--- src/rtl/mem_arb_pkg.sv ---
// mem_arb_pkg: shared state encoding and grant codes for the unified-memory arbiter
package mem_arb_pkg;
  typedef enum logic [1:0] {IDLE, BUSY, RESP} arb_state_t;
  localparam logic GNT_I = 1'b0;
  localparam logic GNT_D = 1'b1;
endpackage

--- src/rtl/flopenr.sv ---
// flopenr: enabled register with asynchronous active-high reset
module flopenr #(
  parameter int WIDTH = 8
) (
  input  logic             clk,
  input  logic             reset,
  input  logic             en,
  input  logic [WIDTH-1:0] d,
  output logic [WIDTH-1:0] q
);
  always_ff @(posedge clk or posedge reset)
    if (reset) q <= '0;
    else if (en) q <= d;
endmodule

--- src/rtl/mem_arbiter.sv ---
// mem_arbiter: shares one single-ported memory between fetch (I) and memory-stage (D) ports
module mem_arbiter
  import mem_arb_pkg::*;
#(
  parameter int AW = 32,
  parameter int DW = 32
) (
  input  logic          clk,
  input  logic          reset,
  input  logic          i_req,
  input  logic [AW-1:0] i_addr,
  output logic [DW-1:0] i_rdata,
  output logic          i_ready,
  input  logic          d_req,
  input  logic          d_we,
  input  logic [AW-1:0] d_addr,
  input  logic [DW-1:0] d_wdata,
  output logic [DW-1:0] d_rdata,
  output logic          d_ready,
  output logic          m_req,
  output logic          m_we,
  output logic [AW-1:0] m_addr,
  output logic [DW-1:0] m_wdata,
  input  logic [DW-1:0] m_rdata,
  input  logic          m_ack,
  output logic          stall_f,
  output logic          stall_m,
  output logic          grant_d
);
  arb_state_t    state;
  logic          last_d, win_d, take, cap_we;
  logic [AW-1:0] cap_addr;
  logic [DW-1:0] cap_wdata;
  // D wins unless I also asks and D had the previous slot
  assign win_d   = d_req & (~i_req | ~last_d);
  assign take    = (state == IDLE) & (i_req | d_req);
  assign m_we    = m_req & cap_we;
  assign m_addr  = cap_addr;
  assign m_wdata = cap_wdata;
  assign stall_f = i_req & ~i_ready;
  assign stall_m = d_req & ~d_ready;
  flopenr #(.WIDTH(AW)) addr_reg (.clk(clk), .reset(reset), .en(take), .d(win_d ? d_addr : i_addr), .q(cap_addr));
  flopenr #(.WIDTH(1)) we_reg (.clk(clk), .reset(reset), .en(take), .d(win_d & d_we), .q(cap_we));
  flopenr #(.WIDTH(DW)) wdata_reg (.clk(clk), .reset(reset), .en(take), .d(win_d ? d_wdata : '0), .q(cap_wdata));
  always_ff @(posedge clk or posedge reset)
    if (reset) begin
      state   <= IDLE;
      grant_d <= GNT_I;
      last_d  <= 1'b0;
      m_req   <= 1'b0;
      i_ready <= 1'b0;
      d_ready <= 1'b0;
      i_rdata <= '0;
      d_rdata <= '0;
    end else begin
      i_ready <= 1'b0;
      d_ready <= 1'b0;
      case (state)
        IDLE: if (take) begin
          grant_d <= win_d ? GNT_D : GNT_I;
          m_req   <= 1'b1;
          state   <= BUSY;
        end
        BUSY: if (m_ack) begin
          m_req   <= 1'b0;
          last_d  <= grant_d;
          i_ready <= ~grant_d;
          d_ready <= grant_d;
          if (grant_d && !cap_we) d_rdata <= m_rdata;
          if (!grant_d) i_rdata <= m_rdata;
          state   <= RESP;
        end
        default: state <= IDLE;
      endcase
    end
endmodule

--- config.mk ---
export PLATFORM = sky130hd
export DESIGN_NAME = mem_arbiter
export DESIGN_NICKNAME = d
export VERILOG_FILES = /design/src/rtl/mem_arb_pkg.sv /design/src/rtl/flopenr.sv /design/src/rtl/mem_arbiter.sv
export SDC_FILE = /design/constraint.sdc
export NUM_CORES = 1
export LEC_CHECK = 0
export CAP_MARGIN = 0
export CORE_MARGIN = 2
export CORE_UTILIZATION = 30
export CTS_CLUSTER_DIAMETER = 200
export CTS_CLUSTER_SIZE = 30
export DETAILED_ROUTE_END_ITERATION = 8
export PLACE_DENSITY_LB_ADDON = 0.05
export SYNTH_ARGS = -nofsm -noshare
export SYNTH_HDL_FRONTEND = slang
export SYNTH_SLANG_ARGS = --single-unit
--- constraint.sdc ---
create_clock -name clk -period 4.9 [get_ports clk]
set_input_delay 0.735 -clock clk [delete_from_list [all_inputs] [get_ports clk]]
set_output_delay 0.735 -clock clk [all_outputs]
set_load 0.02 [all_outputs]
==> reports/qor.yml <==
detailed_routing:
  drtIter0Drc: 127
  wl_um: 14900
  vias: 3849
  wire_per_inst_um: 17.6
  drt_pre_antenna_iters: 4
  route.detailed.drc: 0
  viasPerCell: 4.53
  drtAntennaViolNets: 0
hold_path:
  min_from: "d_rdata[4]"
  worstHoldEndpoint: "d_rdata[4]"
  hp-class: "reg2reg"
  hold_depth: 1
synth:
  postSynth.asyncResetShare_pct: 100
  yosysSeqAreaShare_pct: 61.4
  synth_top_family_by_area: "multiplexers"
  synth_nets: 471
  synth_top_area_share_pct: 61.4
  synth_compound_gate_area_share_pct: 5.71
  muxShareOfSynthArea_pct: 28.0
  syn_inst: 337
  synth.most_common_cell: "dfrtp_1"
  synth-edff-count: 0
  yosys.area_share.adder_pct: 0
  synth_top_area_cell: "dfrtp_1"
  syn_avg_cell_area_um2: 16.4
  syn_area_mm2: 0.00554
  ys_warn_count: 0
  ys_ff_latch: 136
  ys_types: 23
  synth_common_cells: "136 x dfrtp_1, 95 x mux2_2, 33 x a22o_1"
  synth.area.top_cells: "dfrtp_1 61%, mux2_2 19%, mux2_4 8.1%"
  synth_simple_gate_area_share_pct: 2.01
  synthFlopType: "dfrtp_1"
  synth_xor_area_share_pct: 0
power_and_ir_drop:
  combPwrFrac_pct: 48.7
  p_leak_uw: 0.00382
  ir_drop_v: 0.000283
  p_seq_share_pct: 32.4
  p_switching_uw: 2140
  internal_power_uw: 3970
  powerDensity_mw_per_mm2: 683
  swShare_pct: 35.1
  finalPower_uw: 6120
  pwr-share-clk_pct: 18.9
worst_setup_path:
  timing.reg2reg.setup_slack_ns: 2.92
  timing.rr.end: "i_rdata[2]"
  path_class: "in2out"
  cp_data_arrival_time_ns: 2.05
  worst_setup_path_end_kind: "primary output"
  critPathMaxFanout: 3
  startpoint_type: "primary input"
  crit_start: "i_req"
  rr_worst_depth: 3
  cp_data_required_time_ns: 4.16
  r2r-start: "state[1]"
timing:
  finalSetupViolCount: 0
  hold_slack_ns: 0.489
  worst_slew_pin_slew_ns: 1.05
  finalWorstSetupSlack_ns: 2.12
  slew_headroom_pct: 30.1
  fmax_mhz: 359
  finClkSkew_ns: 0.00782
  maxSlewViolCount: 0
  rsz0062_at_grt: "false"
  period_share_pct: 56.8
  final.min_clock_period_ns: 2.78
  hold_violations: 0
  fin_setup_tns_ns: 0
clocking:
  ctsResizeCount: 0
  clk_pin_slew_worst_paths_ns: 0.06
  cts_tree: "yes"
  cts_buffers: 17
  cts.sink_count: 136
  cts_setup_buffers: 0
  ctsHoldBuffers: 0
  clockBufferDepth: 2
  clk_latency_ns: 0.40
  clk_root_buffer_cell: "clkbuf_16"
  htreeDepth: 4
finish:
  diodes: 0
  final_core_util_pct: 49.7
  area_growth_pct: 61.7
  n_fill_cell: 1592
  layout.nets: 744
  layout-drive-gt1-share_pct: 26.9
die:
  die_w_um: 140
  die_area_mm2: 0.0196
  initial_utilization_pct: 30.8
  die_y_um: 140
  num_io_pins: 269
  coreArea_mm2: 0.0180
  num_rows: 49
placed_design:
  io_buffers: 268
  place_ws_ns: 1.96
  place_congestion: 0.779
  hpwl_um: 10800
global_route:
  grt_pass1_vias: 4213
  grt_max_degree: 116
  grt.total_usage_pct: 15.3
  grt_pass1_wl_um: 23400
  antenna_found_initial: 0
  overflow: 0
status:
  status: "finished clean"
flow_run:
  max_cap_violations: 0
==> critical path, cell delays in order <==
cell and delay, ns:
clkdlybuf4s50_1 0.55, nor2b_1 0.16, clkdlybuf4s50_1 0.60
==> worst max-delay path by stage <==
stage	to	cells past startpoint
detailed placement	addr_reg.q[30]	4
floorplan	addr_reg.q[0]	1
global placement	addr_reg.q[9]	4
global route	stall_f	3
CTS	stall_f	3
finish	stall_f	3
==> final cells by class <==
class	count	area, um^2	area share (%)
clock buffers	18	429	4.79
repair buffers	274	2730	30.4
flip-flops and latches	136	3400	38.0
inverters	2	12.5	0.140
multi-input cells	179	2000	22.3
clock inverters	12	106	1.19
well taps	229	287	3.20
==> state kept, by name (all words and copies together) (netlist names) <==
register	count
last_d	1
wdata_reg.q	32
m_req	1
d_rdata	32
addr_reg.q	32
i_ready	1
i_rdata	32
grant_d	1
state	2
we_reg.q	1
d_ready	1
==> stage by stage <==
stage                     instances  cell area [um^2]
after detailed placement        820              8430
after global placement          820              8430
after CTS                       850              8960
after global routing            850              8960
final                           850              8960
after floorplan                 337              5540
==> cell usage in the layout, fill, tap and decap left out <==
cell / Yosys / layout
nand2b_1: 1 / 1
mux2_1: 3 / 3
clkinvlp_4: 0 / 4
buf_4: 3 / 6
nand3b_4: 1 / 1
clkbuf_1: 1 / 1
mux2_4: 30 / 30
a22o_1: 33 / 33
bufinv_16: 0 / 1
clkinv_2: 0 / 4
nor3_4: 1 / 1
inv_1: 2 / 1
a21o_1: 1 / 1
dfrtp_1: 136 / 136
nor2_4: 0 / 1
and2_1: 2 / 2
mux2_2: 95 / 95
nor2b_1: 2 / 2
nand2_1: 2 / 2
clkinv_4: 0 / 2
o21ai_4: 0 / 1
a21bo_2: 0 / 1
o21ai_0: 1 / 1
nor2_1: 3 / 3
clkdlybuf4s50_1: 0 / 268
nor3b_4: 1 / 1
clkbuf_16: 0 / 17
inv_6: 0 / 2
==> power groups by stage <==
stage	logic, uW	clock network (uW)	registers, uW
floorplan	903	0	2650
global placement	3010	0	1990
detailed placement	3030	0	2000
CTS	3040	1200	1990
global route	3150	1240	2060
finish	2980	1150	1980
==> kinds of logic after synthesis <==
logic type	after synthesis
AO/OA/AOI/OAI	37
multiplexers	128
buffers and inverters	22
AND/OR/NAND/NOR	14
flip-flops	136
==> per-layer routing <==
| metal | global-route usage (%) | vias to the layer above | wire, um |
|---|---|---|---|
| met1 | 18.4 | 1920 | 6100 |
| met2 | 25.4 | 155 | 7420 |
| met4 | 4.53 | 0 | 158 |
| met5 | 0 | - | 0 |
| met3 | 6.36 | 9 | 1270 |
| li1 | - | 1765 | - |
Note: power is estimated with default switching activity, not from simulation.
